`src/rtl/vgafb_scangen.sv`:
```
// vgafb_scangen: VGA scan generator. Produces horizontal/vertical timing,
// unpacks 32-bit framebuffer words into 8/16/32 bpp pixels and writes
// {vsync, hsync, de, rgb888} words into a downstream FIFO under backpressure.

// Per-lane pixel expansion: one instance per pixel position within a word.
module vgafb_scangen_lane (
    input  logic [1:0]  mode,
    input  logic [15:0] half,
    input  logic [7:0]  grey,
    input  logic [23:0] xrgb,
    output logic [23:0] rgb
);

    // RGB565 widened by MSB replication, grey fanned out to all channels
    always_comb begin
        case (mode)
            2'd0:    rgb = {half[15:11], half[15:13],
                            half[10:5],  half[10:9],
                            half[4:0],   half[4:2]};
            2'd2:    rgb = {grey, grey, grey};
            default: rgb = xrgb;   // XRGB8888, reserved mode behaves the same
        endcase
    end

endmodule

module vgafb_scangen #(
    parameter int HBITS     = 12,
    parameter int VBITS     = 11,
    parameter bit HSYNC_POL = 1'b0,
    parameter bit VSYNC_POL = 1'b0
) (
    input  logic             sys_clk,
    input  logic             sys_rst,
    input  logic             enable,
    input  logic [HBITS-1:0] hres,
    input  logic [HBITS-1:0] hsync_start,
    input  logic [HBITS-1:0] hsync_end,
    input  logic [HBITS-1:0] hscan,
    input  logic [VBITS-1:0] vres,
    input  logic [VBITS-1:0] vsync_start,
    input  logic [VBITS-1:0] vsync_end,
    input  logic [VBITS-1:0] vscan,
    input  logic [1:0]       mode,
    input  logic [31:0]      in_data,
    input  logic             in_valid,
    output logic             in_ack,
    input  logic             out_full,
    output logic             out_we,
    output logic [26:0]      out_data,
    output logic             frame_start,
    input  logic             underrun_clr,
    output logic [15:0]      underrun_count
);

    localparam int NUM_LANES = 4;

    // Output word with both syncs at their idle level, no DE, black
    localparam logic [26:0] IDLE_WORD = {~VSYNC_POL, ~HSYNC_POL, 25'd0};

    typedef struct packed {
        logic [HBITS-1:0] hres;
        logic [HBITS-1:0] hsync_start;
        logic [HBITS-1:0] hsync_end;
        logic [HBITS-1:0] hscan;
        logic [VBITS-1:0] vres;
        logic [VBITS-1:0] vsync_start;
        logic [VBITS-1:0] vsync_end;
        logic [VBITS-1:0] vscan;
        logic [1:0]       mode;
    } timing_t;

    timing_t          tin;
    timing_t          ts;
    logic [HBITS-1:0] h;
    logic [VBITS-1:0] v;
    logic [1:0]       lane;
    logic [1:0]       last_lane;

    logic [NUM_LANES-1:0][23:0] lane_rgb;
    logic [23:0]      pix;

    logic active;
    logic hs_on;
    logic vs_on;
    logic hs_lvl;
    logic vs_lvl;
    logic line_end;
    logic frame_end;
    logic word_done;
    logic step;
    logic stall;

    assign tin = {hres, hsync_start, hsync_end, hscan,
                  vres, vsync_start, vsync_end, vscan, mode};

    // Number of pixels per framebuffer word for the latched mode, minus one
    always_comb begin
        case (ts.mode)
            2'd0:    last_lane = 2'd1;
            2'd2:    last_lane = 2'd3;
            default: last_lane = 2'd0;
        endcase
    end

    for (genvar i = 0; i < NUM_LANES; i++) begin : g_lane
        vgafb_scangen_lane u_lane (
            .mode (ts.mode),
            .half (in_data[31-16*(i%2) -: 16]),
            .grey (in_data[31-8*i -: 8]),
            .xrgb (in_data[23:0]),
            .rgb  (lane_rgb[i])
        );
    end

    assign active    = (h < ts.hres) && (v < ts.vres);
    assign hs_on     = (h >= ts.hsync_start) && (h < ts.hsync_end);
    assign vs_on     = (v >= ts.vsync_start) && (v < ts.vsync_end);
    assign hs_lvl    = hs_on ? HSYNC_POL : ~HSYNC_POL;
    assign vs_lvl    = vs_on ? VSYNC_POL : ~VSYNC_POL;
    assign line_end  = (h == ts.hscan);
    assign frame_end = line_end && (v == ts.vscan);

    // A word is finished when its last lane is used or the line runs out;
    // any lanes left over at the end of a line are simply dropped.
    assign word_done = (lane == last_lane) || (h == ts.hres - HBITS'(1));

    assign step   = enable & ~out_full & (~active | in_valid);
    assign stall  = enable & active & ~in_valid & ~out_full;
    assign in_ack = step & active & word_done;
    assign pix    = active ? lane_rgb[lane] : 24'd0;

    // Timing shadows: track inputs while idle, otherwise only at frame wrap
    always_ff @(posedge sys_clk or posedge sys_rst) begin
        if (sys_rst)
            ts <= '0;
        else if (!enable || (step && frame_end))
            ts <= tin;
    end

    // Raster position and lane pointer
    always_ff @(posedge sys_clk or posedge sys_rst) begin
        if (sys_rst) begin
            h    <= '0;
            v    <= '0;
            lane <= '0;
        end else if (!enable) begin
            h    <= '0;
            v    <= '0;
            lane <= '0;
        end else if (step) begin
            if (active)
                lane <= in_ack ? 2'd0 : lane + 2'd1;
            if (line_end) begin
                h <= '0;
                v <= (v == ts.vscan) ? '0 : v + VBITS'(1);
            end else begin
                h <= h + HBITS'(1);
            end
        end
    end

    // Output word, write strobe and frame marker, one cycle after the step
    always_ff @(posedge sys_clk or posedge sys_rst) begin
        if (sys_rst) begin
            out_we      <= 1'b0;
            out_data    <= IDLE_WORD;
            frame_start <= 1'b0;
        end else begin
            out_we      <= step;
            frame_start <= step && (h == '0) && (v == '0);
            if (!enable)
                out_data <= IDLE_WORD;
            else if (step)
                out_data <= {vs_lvl, hs_lvl, active, pix};
        end
    end

    // Saturating underrun counter; clear wins over a simultaneous stall
    always_ff @(posedge sys_clk or posedge sys_rst) begin
        if (sys_rst)
            underrun_count <= '0;
        else if (underrun_clr)
            underrun_count <= '0;
        else if (stall && (underrun_count != 16'hFFFF))
            underrun_count <= underrun_count + 16'd1;
    end

endmodule

```
`config.mk`:
```
export PLATFORM = sky130hd
export DESIGN_NAME = vgafb_scangen
export DESIGN_NICKNAME = d
export VERILOG_FILES = /design/src/rtl/vgafb_scangen.sv
export SDC_FILE = /design/constraint.sdc
export NUM_CORES = 1
export LEC_CHECK = 0
export CAP_MARGIN = 20
export CORE_UTILIZATION = 28
export DETAILED_ROUTE_END_ITERATION = 10
export PLACE_DENSITY_LB_ADDON = 0.1
export SETUP_SLACK_MARGIN = 0.15
export SYNTH_ARGS = -nofsm -noshare
export SYNTH_HDL_FRONTEND = slang
export SYNTH_SLANG_ARGS = --single-unit
```
`constraint.sdc`:
```
create_clock -name sys_clk -period 9 [get_ports sys_clk]
set_clock_uncertainty 0.15 [all_clocks]
set_input_delay 2.7 -clock sys_clk [delete_from_list [all_inputs] [get_ports sys_clk]]
set_output_delay 2.7 -clock sys_clk [all_outputs]
set_load 0.01 [all_outputs]
```
==> summary.txt <==
Status
  – Status: complete, no violations

Synth
  – Async set or reset register ratio after synthesis: 100%
  – Post-synth EDFFs: 0
  – Register area share after synthesis: 38.4%
  – Most instantiated cells after synthesis: dfrtp_1, inv_1, ha_1
  – Synth top area share: 37.9%
  – Synth top area cells: dfrtp_1, ha_1, mux2_4
  – Synth Flop Type: dfrtp_1
  – Syn Area/Cell: 10.1 um2
  – Flops & latches, synth: 164
  – Post-Syn Nets: 1,266
  – Leading area contributor after synthesis: dfrtp_1
  – Syn. warnings: 0
  – Syn Inst Count: 1,062
  – Most common cell in the netlist: dfrtp_1
  – Distinct cells, synth: 68
  – Post-synthesis cell area: 0.0107 mm2

Placed design
  – DP HPWL: 22,500 um
  – Number of cells after detailed placement: 1,710
  – Dpl cell area: 0.0130 mm2
  – Port buffer count: 177
  – GPL Wtd Cong: 0.813

Clock network
  – Post-CTS Setup Bufs: 0
  – CTS-repair resized insts: 0
  – Number of buffers created by CTS: 17
  – Reg clk slew, reported paths: 70 ps
  – Clock Tree Root: clkbuf_16
  – CTS tree: built
  – Worst-case clock buffer depth: 2
  – H-tree levels: 4
  – # hold bufs at CTS: 0
  – Worst-skew pair later-pin latency: 450 ps
  – Clk sinks: 164

Critical path
  – R2R depth: 9
  – CP Capture Type: output pin
  – Worst setup SP type: input pin
  – Data arrival, critical path: 4580 ps
  – R2r endpoint: ts[78]
  – Worst r2r src: v[2]
  – Crit Path Category: in -> out
  – CP max FO: 18
  – Worst Setup SP: enable
  – FF-to-FF setup slack: 4720 ps
  – Worst Path Required: 6150 ps
  – Critical path capture point: in_ack

Timing
  – Worst-margin pin slew: 968 ps
  – Final setup viols: 0
  – Hold Vio Cnt, Final: 0
  – Rel. slew slack: 35.5%
  – Final Max Slew Viols: 0
  – Period utilisation layout: 82.5%
  – RSZ-0062 raised after global routing: false
  – Max frequency: 135 MHz
  – Post-Route Setup TNS: 0 ps
  – Final min period: 7430 ps

GRT
  – Total global routing track utilization: 17.6%
  – Initial antenna violation count: 2
  – Vias in the first global route: 8,955
  – Largest net degree at the start of global routing: 100
  – Gr ovfl total: 0
  – Global-route wire length before repair: 52,800 um

Final layout
  – Share of cells above drive strength 1: 14.2%
  – Post-route cell area: 0.0136 mm2
  – Antenna Cells: 0
  – Post-route non-filler standard cell count: 1,742
  – Nets: 1,422
  – Area added between synthesis and finish: 26.9%
  – Fin util: 36.0%
  – Layout fillers: 3,844

Flow run
  – Number of max-cap violations: 0

Power and ir drop
  – Leak pwr: 0.00594 uW
  – Peak VDD IR: 0.000117 V
  – Overall power: 2000 uW
  – P per Cell Area: 147 mW/mm2

Detailed routing
  – Number of nets with antenna violations after routing: 0
  – Vias: 8,746
  – Drc violations: 0
  – Post-Route WL: 33,000 um
  – Wire length on met3: 1220 um
  – Wire per inst: 18.9 um
  – Routed met2 length: 15,200 um
  – Post-DR vias/cell: 5.02
  – Drt initial violations: 532
  – Top Metal Used: met5
  – TritonRoute pass-1 iters: 5
  – Met1 wire length: 16,100 um

Floorplan
  – Core area: 0.0377 mm2
  – Initial Utilization: 28.4%
  – Die area: 0.0390 mm2
  – Die X: 197 um
  – Rows: 71
  – Num ports: 178
  – Die height: 197 um

Worst hold path
  – Hold Crit Start: out_data[24]
  – HP Class: reg -> reg
[through the flow]
stage / hold WS [ps] / worst slack (ps)
6_report: 328 / 1570
5_1_grt: 344 / 1420
4_1_cts: 335 / 1560
3_5_place_dp: 318 / 1560
3_3_place_gp: 311 / 1560
2_1_floorplan: 331 / 1720
[how the worst min path moves through the flow]
stage | to | cells after the start | slack (ps)
finish | out_data[24] | 1 | 330
global route | out_data[24] | 1 | 340
CTS | out_data[24] | 1 | 330
detailed placement | out_data[24] | 1 | 320
global placement | out_data[24] | 1 | 310
floorplan | ts[23] | 1 | 330
[area by class of cell]
type	instances	area (um2)	share of cell area [%]
Timing Repair Buffer	192	1880	13.9
Inverter	93	354	2.61
Tap cell	511	639	4.71
Clock inverter	14	168	1.23
Sequential cell	164	4110	30.3
Multi-Input combinational cell	750	5980	44.1
Clock buffer	18	439	3.23
[logic make-up (layout without fill, tap and decap cells)]
kind of cell,after synthesis,after routing,synth area share [%]
xor gates and xnor gates,42,42,3.44
and+or+nand+nor,239,239,11.8
muxes,113,113,14.5
adders and majority gates,72,72,8.42
buffers and inverters,148,317,5.78
DFF,164,164,38.4
AOI/OAI and AO/OA,284,284,17.7
[layout by cell type (no fill, tap or decap), drive strengths merged, types with 9 or more instances in the layout]
cell type      count
nand2b            13
xnor2             33
ha                72
a211oi            11
clkdlybuf4s50    177
mux2              97
o21ai             60
nand2             52
nor2              54
dfrtp            162
inv               98
nor4              10
o2bb2ai           16
buf               15
a21o              15
o221ai            13
o22ai             24
nand4             17
o31ai             10
and3              14
nand3             20
o211ai            16
or4b              11
a21oi             65
clkbuf            18
mux2i             10
nor3              17
a31oi             10
xor2               9
[metal layers]
| metal | up-vias | global-route usage, % |
|---|---|---|
| met5 | - | 0 |
| met4 | 4 | 4.28 |
| met3 | 24 | 3.28 |
| met2 | 199 | 28.1 |
| met1 | 4287 | 24.5 |
| li1 | 4232 | - |
[state kept, by name, indices dropped and copies added, names as in the netlist]
| register | cells |
|---|---|
| lane | 2 |
| out_data | 27 |
| v | 11 |
| frame_start | 1 |
| underrun_count | 16 |
| ts | 94 |
| h | 12 |
| out_we | 1 |
[critical path, cell delays in order]
cell and delay (ps):
clkdlybuf4s50_1 620, inv_2 70, nor2_1 130, nand4_1 100, buf_4 230, a21oi_1 160
clkdlybuf4s50_1 560
[where the power goes]
| group | switching [uW] | internal [uW] | total, uW |
|---|---|---|---|
| clock network | 353 | 426 | 779 |
| logic | 193 | 202 | 396 |
| registers | 38.7 | 789 | 827 |
| total | 585 | 1420 | 2000 |
Note: power is estimated with default switching activity, not from simulation.
